<file path="src/rtl/quadrature_stimulus_generator.sv">
// Quadrature A/B and push-button stimulus source that mimics a physical
// rotary encoder, driven by one-cycle rotate/press command pulses.
module quadrature_stimulus_generator #(
   parameter int DWELL_CYCLES = 100000,
   parameter int COUNT_WIDTH  = 8,
   parameter int PRESS_DWELLS = 2
) (
   input  logic                   i_Clk,
   input  logic                   i_Reset,
   input  logic                   i_Start,
   input  logic                   i_Direction,
   input  logic [COUNT_WIDTH-1:0] i_Step_Count,
   input  logic                   i_Press,
   output logic                   o_Encoder_A,
   output logic                   o_Encoder_B,
   output logic                   o_Encoder_Change_Mode,
   output logic                   o_Busy,
   output logic                   o_Done,
   output logic [COUNT_WIDTH-1:0] o_Steps_Remaining
);

   localparam int DW = $clog2(DWELL_CYCLES + 1);
   localparam int PW = (PRESS_DWELLS > 1) ? $clog2(PRESS_DWELLS) : 1;
   localparam logic [DW-1:0] DWELL_LAST = DW'(DWELL_CYCLES - 1);
   localparam logic [PW-1:0] PRESS_LAST = PW'(PRESS_DWELLS - 1);
   localparam logic [COUNT_WIDTH-1:0] ONE = COUNT_WIDTH'(1);

   typedef enum logic [2:0] {
      IDLE, ROTATE, PRESS_HOLD, PRESS_GAP, FINISH
   } state_t;

   state_t                 state_q, state_d;
   logic [DW-1:0]          dwell_q, dwell_d;
   logic [PW-1:0]          pcnt_q, pcnt_d;
   logic [1:0]             phase_q, phase_d;
   logic                   dir_q, dir_d;
   logic [COUNT_WIDTH-1:0] steps_q, steps_d;
   logic                   a_q, a_d, b_q, b_d;
   logic                   cm_q, cm_d;
   logic                   busy_q, busy_d;
   logic                   done_q, done_d;

   // (A,B) for a phase index; 1 = clockwise (A leads B)
   function automatic logic [1:0] phase_ab(input logic cw, input logic [1:0] ph);
      case (ph)
         2'd0:    phase_ab = cw ? 2'b10 : 2'b01;
         2'd1:    phase_ab = 2'b11;
         2'd2:    phase_ab = cw ? 2'b01 : 2'b10;
         default: phase_ab = 2'b00;
      endcase
   endfunction

   always_comb begin
      state_d = state_q;
      dwell_d = dwell_q;
      pcnt_d  = pcnt_q;
      phase_d = phase_q;
      dir_d   = dir_q;
      steps_d = steps_q;
      a_d     = a_q;
      b_d     = b_q;
      cm_d    = cm_q;
      busy_d  = busy_q;
      done_d  = 1'b0;
      unique case (state_q)
         IDLE: begin
            busy_d = 1'b0;
            if (i_Start) begin
               dir_d   = i_Direction;
               steps_d = i_Step_Count;
               busy_d  = 1'b1;
               dwell_d = DWELL_LAST;
               phase_d = 2'd0;
               if (i_Step_Count == '0) begin
                  state_d = FINISH;
                  done_d  = 1'b1;
               end else begin
                  state_d    = ROTATE;
                  {a_d, b_d} = phase_ab(i_Direction, 2'd0);
               end
            end else if (i_Press) begin
               state_d = PRESS_HOLD;
               busy_d  = 1'b1;
               cm_d    = 1'b1;
               dwell_d = DWELL_LAST;
               pcnt_d  = PRESS_LAST;
            end
         end
         ROTATE: begin
            if (dwell_q != '0) begin
               dwell_d = dwell_q - DW'(1);
            end else begin
               dwell_d    = DWELL_LAST;
               phase_d    = phase_q + 2'd1;
               {a_d, b_d} = phase_ab(dir_q, phase_q + 2'd1);
               // End of the 00 phase closes one detent
               if (phase_q == 2'd3) begin
                  if (steps_q != '0) steps_d = steps_q - ONE;
                  if (steps_q <= ONE) begin
                     state_d    = FINISH;
                     done_d     = 1'b1;
                     {a_d, b_d} = 2'b00;
                  end
               end
            end
         end
         PRESS_HOLD: begin
            if (dwell_q != '0) begin
               dwell_d = dwell_q - DW'(1);
            end else begin
               dwell_d = DWELL_LAST;
               if (pcnt_q != '0) begin
                  pcnt_d = pcnt_q - PW'(1);
               end else begin
                  pcnt_d  = PRESS_LAST;
                  cm_d    = 1'b0;
                  state_d = PRESS_GAP;
               end
            end
         end
         PRESS_GAP: begin
            if (dwell_q != '0) begin
               dwell_d = dwell_q - DW'(1);
            end else begin
               dwell_d = DWELL_LAST;
               if (pcnt_q != '0) begin
                  pcnt_d = pcnt_q - PW'(1);
               end else begin
                  state_d = FINISH;
                  done_d  = 1'b1;
               end
            end
         end
         FINISH: begin
            state_d = IDLE;
            busy_d  = 1'b0;
         end
         default: state_d = IDLE;
      endcase
   end

   always_ff @(posedge i_Clk or negedge i_Reset) begin
      if (!i_Reset) begin
         state_q <= IDLE;
         dwell_q <= '0;
         pcnt_q  <= '0;
         phase_q <= '0;
         dir_q   <= 1'b0;
         steps_q <= '0;
         a_q     <= 1'b0;
         b_q     <= 1'b0;
         cm_q    <= 1'b0;
         busy_q  <= 1'b0;
         done_q  <= 1'b0;
      end else begin
         state_q <= state_d;
         dwell_q <= dwell_d;
         pcnt_q  <= pcnt_d;
         phase_q <= phase_d;
         dir_q   <= dir_d;
         steps_q <= steps_d;
         a_q     <= a_d;
         b_q     <= b_d;
         cm_q    <= cm_d;
         busy_q  <= busy_d;
         done_q  <= done_d;
      end
   end

   assign o_Encoder_A           = a_q;
   assign o_Encoder_B           = b_q;
   assign o_Encoder_Change_Mode = cm_q;
   assign o_Busy                = busy_q;
   assign o_Done                = done_q;
   assign o_Steps_Remaining     = steps_q;

endmodule

</file>
<file path="config.mk">
export PLATFORM = sky130hd
export DESIGN_NAME = quadrature_stimulus_generator
export DESIGN_NICKNAME = d
export VERILOG_FILES = /design/src/rtl/quadrature_stimulus_generator.sv
export SDC_FILE = /design/constraint.sdc
export NUM_CORES = 1
export LEC_CHECK = 0
export ABC_AREA = 0
export CAP_MARGIN = 20
export CELL_PAD_IN_SITES_DETAIL_PLACEMENT = 1
export CELL_PAD_IN_SITES_GLOBAL_PLACEMENT = 2
export CORE_UTILIZATION = 32
export CTS_CLUSTER_DIAMETER = 30
export DETAILED_ROUTE_END_ITERATION = 8
export HOLD_SLACK_MARGIN = 0.05
export PLACE_DENSITY_LB_ADDON = 0.08
export SYNTH_ARGS = -nofsm -noshare
export SYNTH_HDL_FRONTEND = slang
export SYNTH_SLANG_ARGS = --single-unit
</file>
<file path="constraint.sdc">
create_clock -name i_Clk -period 1.7 [get_ports i_Clk]
set_input_delay 0.425 -clock i_Clk [delete_from_list [all_inputs] [get_ports i_Clk]]
set_output_delay 0.425 -clock i_Clk [all_outputs]
set_load 0.05 [all_outputs]
</file>
==> results_dict.tcl <==
set metrics [dict create \
    area_growth_pct 59.4 \
    ys_warn_count 0 \
    hold_viol 0 \
    cp-start-kind "flop" \
    synth_top_area_share_pct 38.8 \
    seq_power_share_pct 37.1 \
    hold_class "flop to flop" \
    cts_max_path_buffers 2 \
    irDropWorstVdd_v 0.000570 \
    clk_pin_slew_ns 0.07 \
    synth_nets 280 \
    final_util_pct 52.7 \
    worstPathArrival_ns 2.02 \
    setup_viol 21 \
    clock_sinks 37 \
    numCtsBuffers 5 \
    vias 2426 \
    yosysTopAreaCell "dfrtp_1" \
    ios 26 \
    first_pass_iters 4 \
    cp_max_fo 7 \
    worstSetupPathType "flop to flop" \
    grt-ovfl-total 0 \
    grt_pass1_wl_mm 12.9 \
    drc_errors 0 \
    worstMarginPinSlew_ns 0.448 \
    fmax_mhz 544 \
    die_height_um 88.3 \
    fin_crit_ns 1.84 \
    die_w_um 88.3 \
    slew_violations 0 \
    synth.distinct_cells 59 \
    synth_area_per_cell_um2 9.28 \
    grt_pass1_vias 2593 \
    slew_headroom_pct 69.9 \
    nFillCells 837 \
    setup_ws_ns -0.138 \
    core_um2 7210 \
    worstSkewPairLatency_ns 0.30 \
    outcome "complete, but fails checks" \
    syn_inst 257 \
    async_reset_ff_share_pct 100 \
    drt-initial-drc-count 55 \
    place.gp.congestion 0.811 \
    leakage_uw 0.00167 \
    final_nets 390 \
    drt-total-wl_mm 8.03 \
    grt_usage_pct 22.0 \
    drive_above_1_share_pct 46.6 \
    htreeDepth 2 \
    swShare_pct 37.5 \
    fp-row-count 31 \
    place_hpwl_mm 5.86 \
    skew_ns 0.00445 \
    post_drt_wl_per_cell_um 17.2 \
    ys.flop_type "dfrtp_1" \
    antenna_found_initial 0 \
    tns_ns -1.14 \
    synth_edf_count 0 \
    start_util_pct 33.1 \
    dieArea_um2 7800 \
    p_clk_share_pct 19.5 \
    synth.area.top_cells "dfrtp_1 (39%), ha_1 (5.2%), nand2_1 (3.6%)" \
    cts-root-buf "clkbuf_8" \
    end_kind "flop" \
    grt_max_degree 18 \
    rsz0062_at_grt "yes" \
    failed_checks "setup timing" \
    synth_area_um2 2380 \
    p_int_uw 2090 \
    ys_seq_area_share_pct 38.8 \
    cts_tree "done" \
    final.period_utilization_pct 108 \
    worstPathRequired_ns 1.88 \
    pwr_density_cell_nw_per_um2 881 \
    synth-seq-cells 37 \
    cap_violations 0 \
    antenna_cells 0 \
    avgViaCountPerCell 5.21 \
    port-buffer-count 25 \
    comb_power_share_pct 43.4 \
    p_switching_uw 1260 \
    postRouteAntennaNets 0 \
]
## worst paths after layout
kind,start,end,slack [ns],cells past startpoint
max,dwell_q[3]$_DFFE_PN0P_,o_Encoder_A$_DFFE_PN0P_,-0.14,7
max in group asynchronous,i_Reset,o_Busy$_DFFE_PN0P_,0.55,3
max reg2reg,dwell_q[3]$_DFFE_PN0P_,o_Encoder_A$_DFFE_PN0P_,-0.14,7
min,o_Encoder_Change_Mode$_DFFE_PN0P_,o_Encoder_Change_Mode$_DFFE_PN0P_,0.52,2
min in group asynchronous,i_Reset,o_Steps_Remaining[3]$_DFFE_PN0P_,0.59,2
min reg2reg,o_Encoder_Change_Mode$_DFFE_PN0P_,o_Encoder_Change_Mode$_DFFE_PN0P_,0.52,2
## what timing repair did
item                       in CTS  in global routing
buffers inserted                6                  5
pin swaps                       7                 11
gates resized for setup        29                 27
hold endpoints to repair       12                  0
setup endpoints to repair      27                 33
hold buffers                    1                  0
## cell usage after synthesis (3+ instances only)
cell type and number:
a21oi_1 15, a311oi_1 3, and2_1 6, and3_1 3, buf_2 3, buf_6 4, clkbuf_1 3, dfrtp_1 37
ha_1 10, inv_1 6, nand2_1 23, nand3_1 8, nor2_1 23, nor2_2 4, nor2b_1 5, nor3_1 8
nor4_1 5, o211ai_1 5, o21ai_0 15, o21ai_1 7, o31ai_1 5, o41ai_1 4, or3_1 3, or4_1 3
## cell usage in the layout (no fill, tap or decap), types with 9 or more instances in the layout
cell	count
buf_12	9
clkdlybuf4s50_1	10
buf_4	82
a21oi_1	11
o21ai_0	12
nor2_1	23
nand2_1	21
ha_1	10
buf_6	10
dfrtp_1	29
## cell type report
type                            count  area [um2]  share of cell area [%]
Clock buffer                        7        86.3                    2.27
Tap cell                           99         124                    3.26
Multi-Input combinational cell    203        1600                    42.0
Sequential cell                    37         938                    24.7
Timing Repair Buffer              114        1040                    27.2
Inverter                            6        22.5                   0.592
## sequential cells by signal, summed over array words and instances, names as in the netlist
register	cells
dwell_q	17
o_Steps_Remaining	8
state_q	3
phase_q	2
dir_q	1
o_Busy	1
o_Done	1
o_Encoder_A	1
o_Encoder_B	1
o_Encoder_Change_Mode	1
pcnt_q	1
## routing by layer
metal | up-vias | GRT usage, % | wire length, um
met1 | 1210 | 25.5 | 3350
met5 | - | 0 | 0
li1 | 1178 | - | -
met3 | 12 | 3.17 | 145
met2 | 26 | 41.0 | 4400
met4 | 0 | 8.21 | 131
## power groups by stage
stage / Sequential, uW / Clock [uW] / Combinational (uW)
CTS: 1250 / 685 / 1410
floorplan: 1470 / 0 / 442
finish: 1240 / 653 / 1450
global route: 1270 / 712 / 1570
detailed placement: 1260 / 0 / 1290
global placement: 1250 / 0 / 1260
## critical path, cell delays in order (launching register included)
cell     delay, ns
dfrtp_1       0.41
nor4_4        0.34
buf_4         0.19
nand4_4       0.13
buf_6         0.19
nor2_8        0.11
nor2_2        0.05
mux2_4        0.30
## cell families (layout without fill, tap and decap cells)
kind of cell / after synthesis / count (layout) / synth area share, %
AO/OA/AOI/OAI: 75 / 75 / 20.9
AND/OR/NAND/NOR: 110 / 110 / 27.3
flip-flops: 37 / 37 / 38.8
buffers and inverters: 17 / 127 / 4.25
multiplexers: 5 / 5 / 2.31
XOR/XNOR: 3 / 3 / 1.10
adder cells (fa/ha/maj): 10 / 10 / 5.25
## through the flow
step	instances	worst slack, ns	total power (uW)	instance area, um2	hold slack (ns)
after CTS	463	-0.122	3340	3660	0.521
after global placement	449	-0.341	2510	3390	0.346
after global routing	466	-0.216	3550	3800	0.547
after floorplan	257	-0.149	1910	2430	0.129
final	466	-0.138	3350	3800	0.516
after detailed placement	449	-0.408	2550	3390	0.353
(Power assumes the default switching activity.)
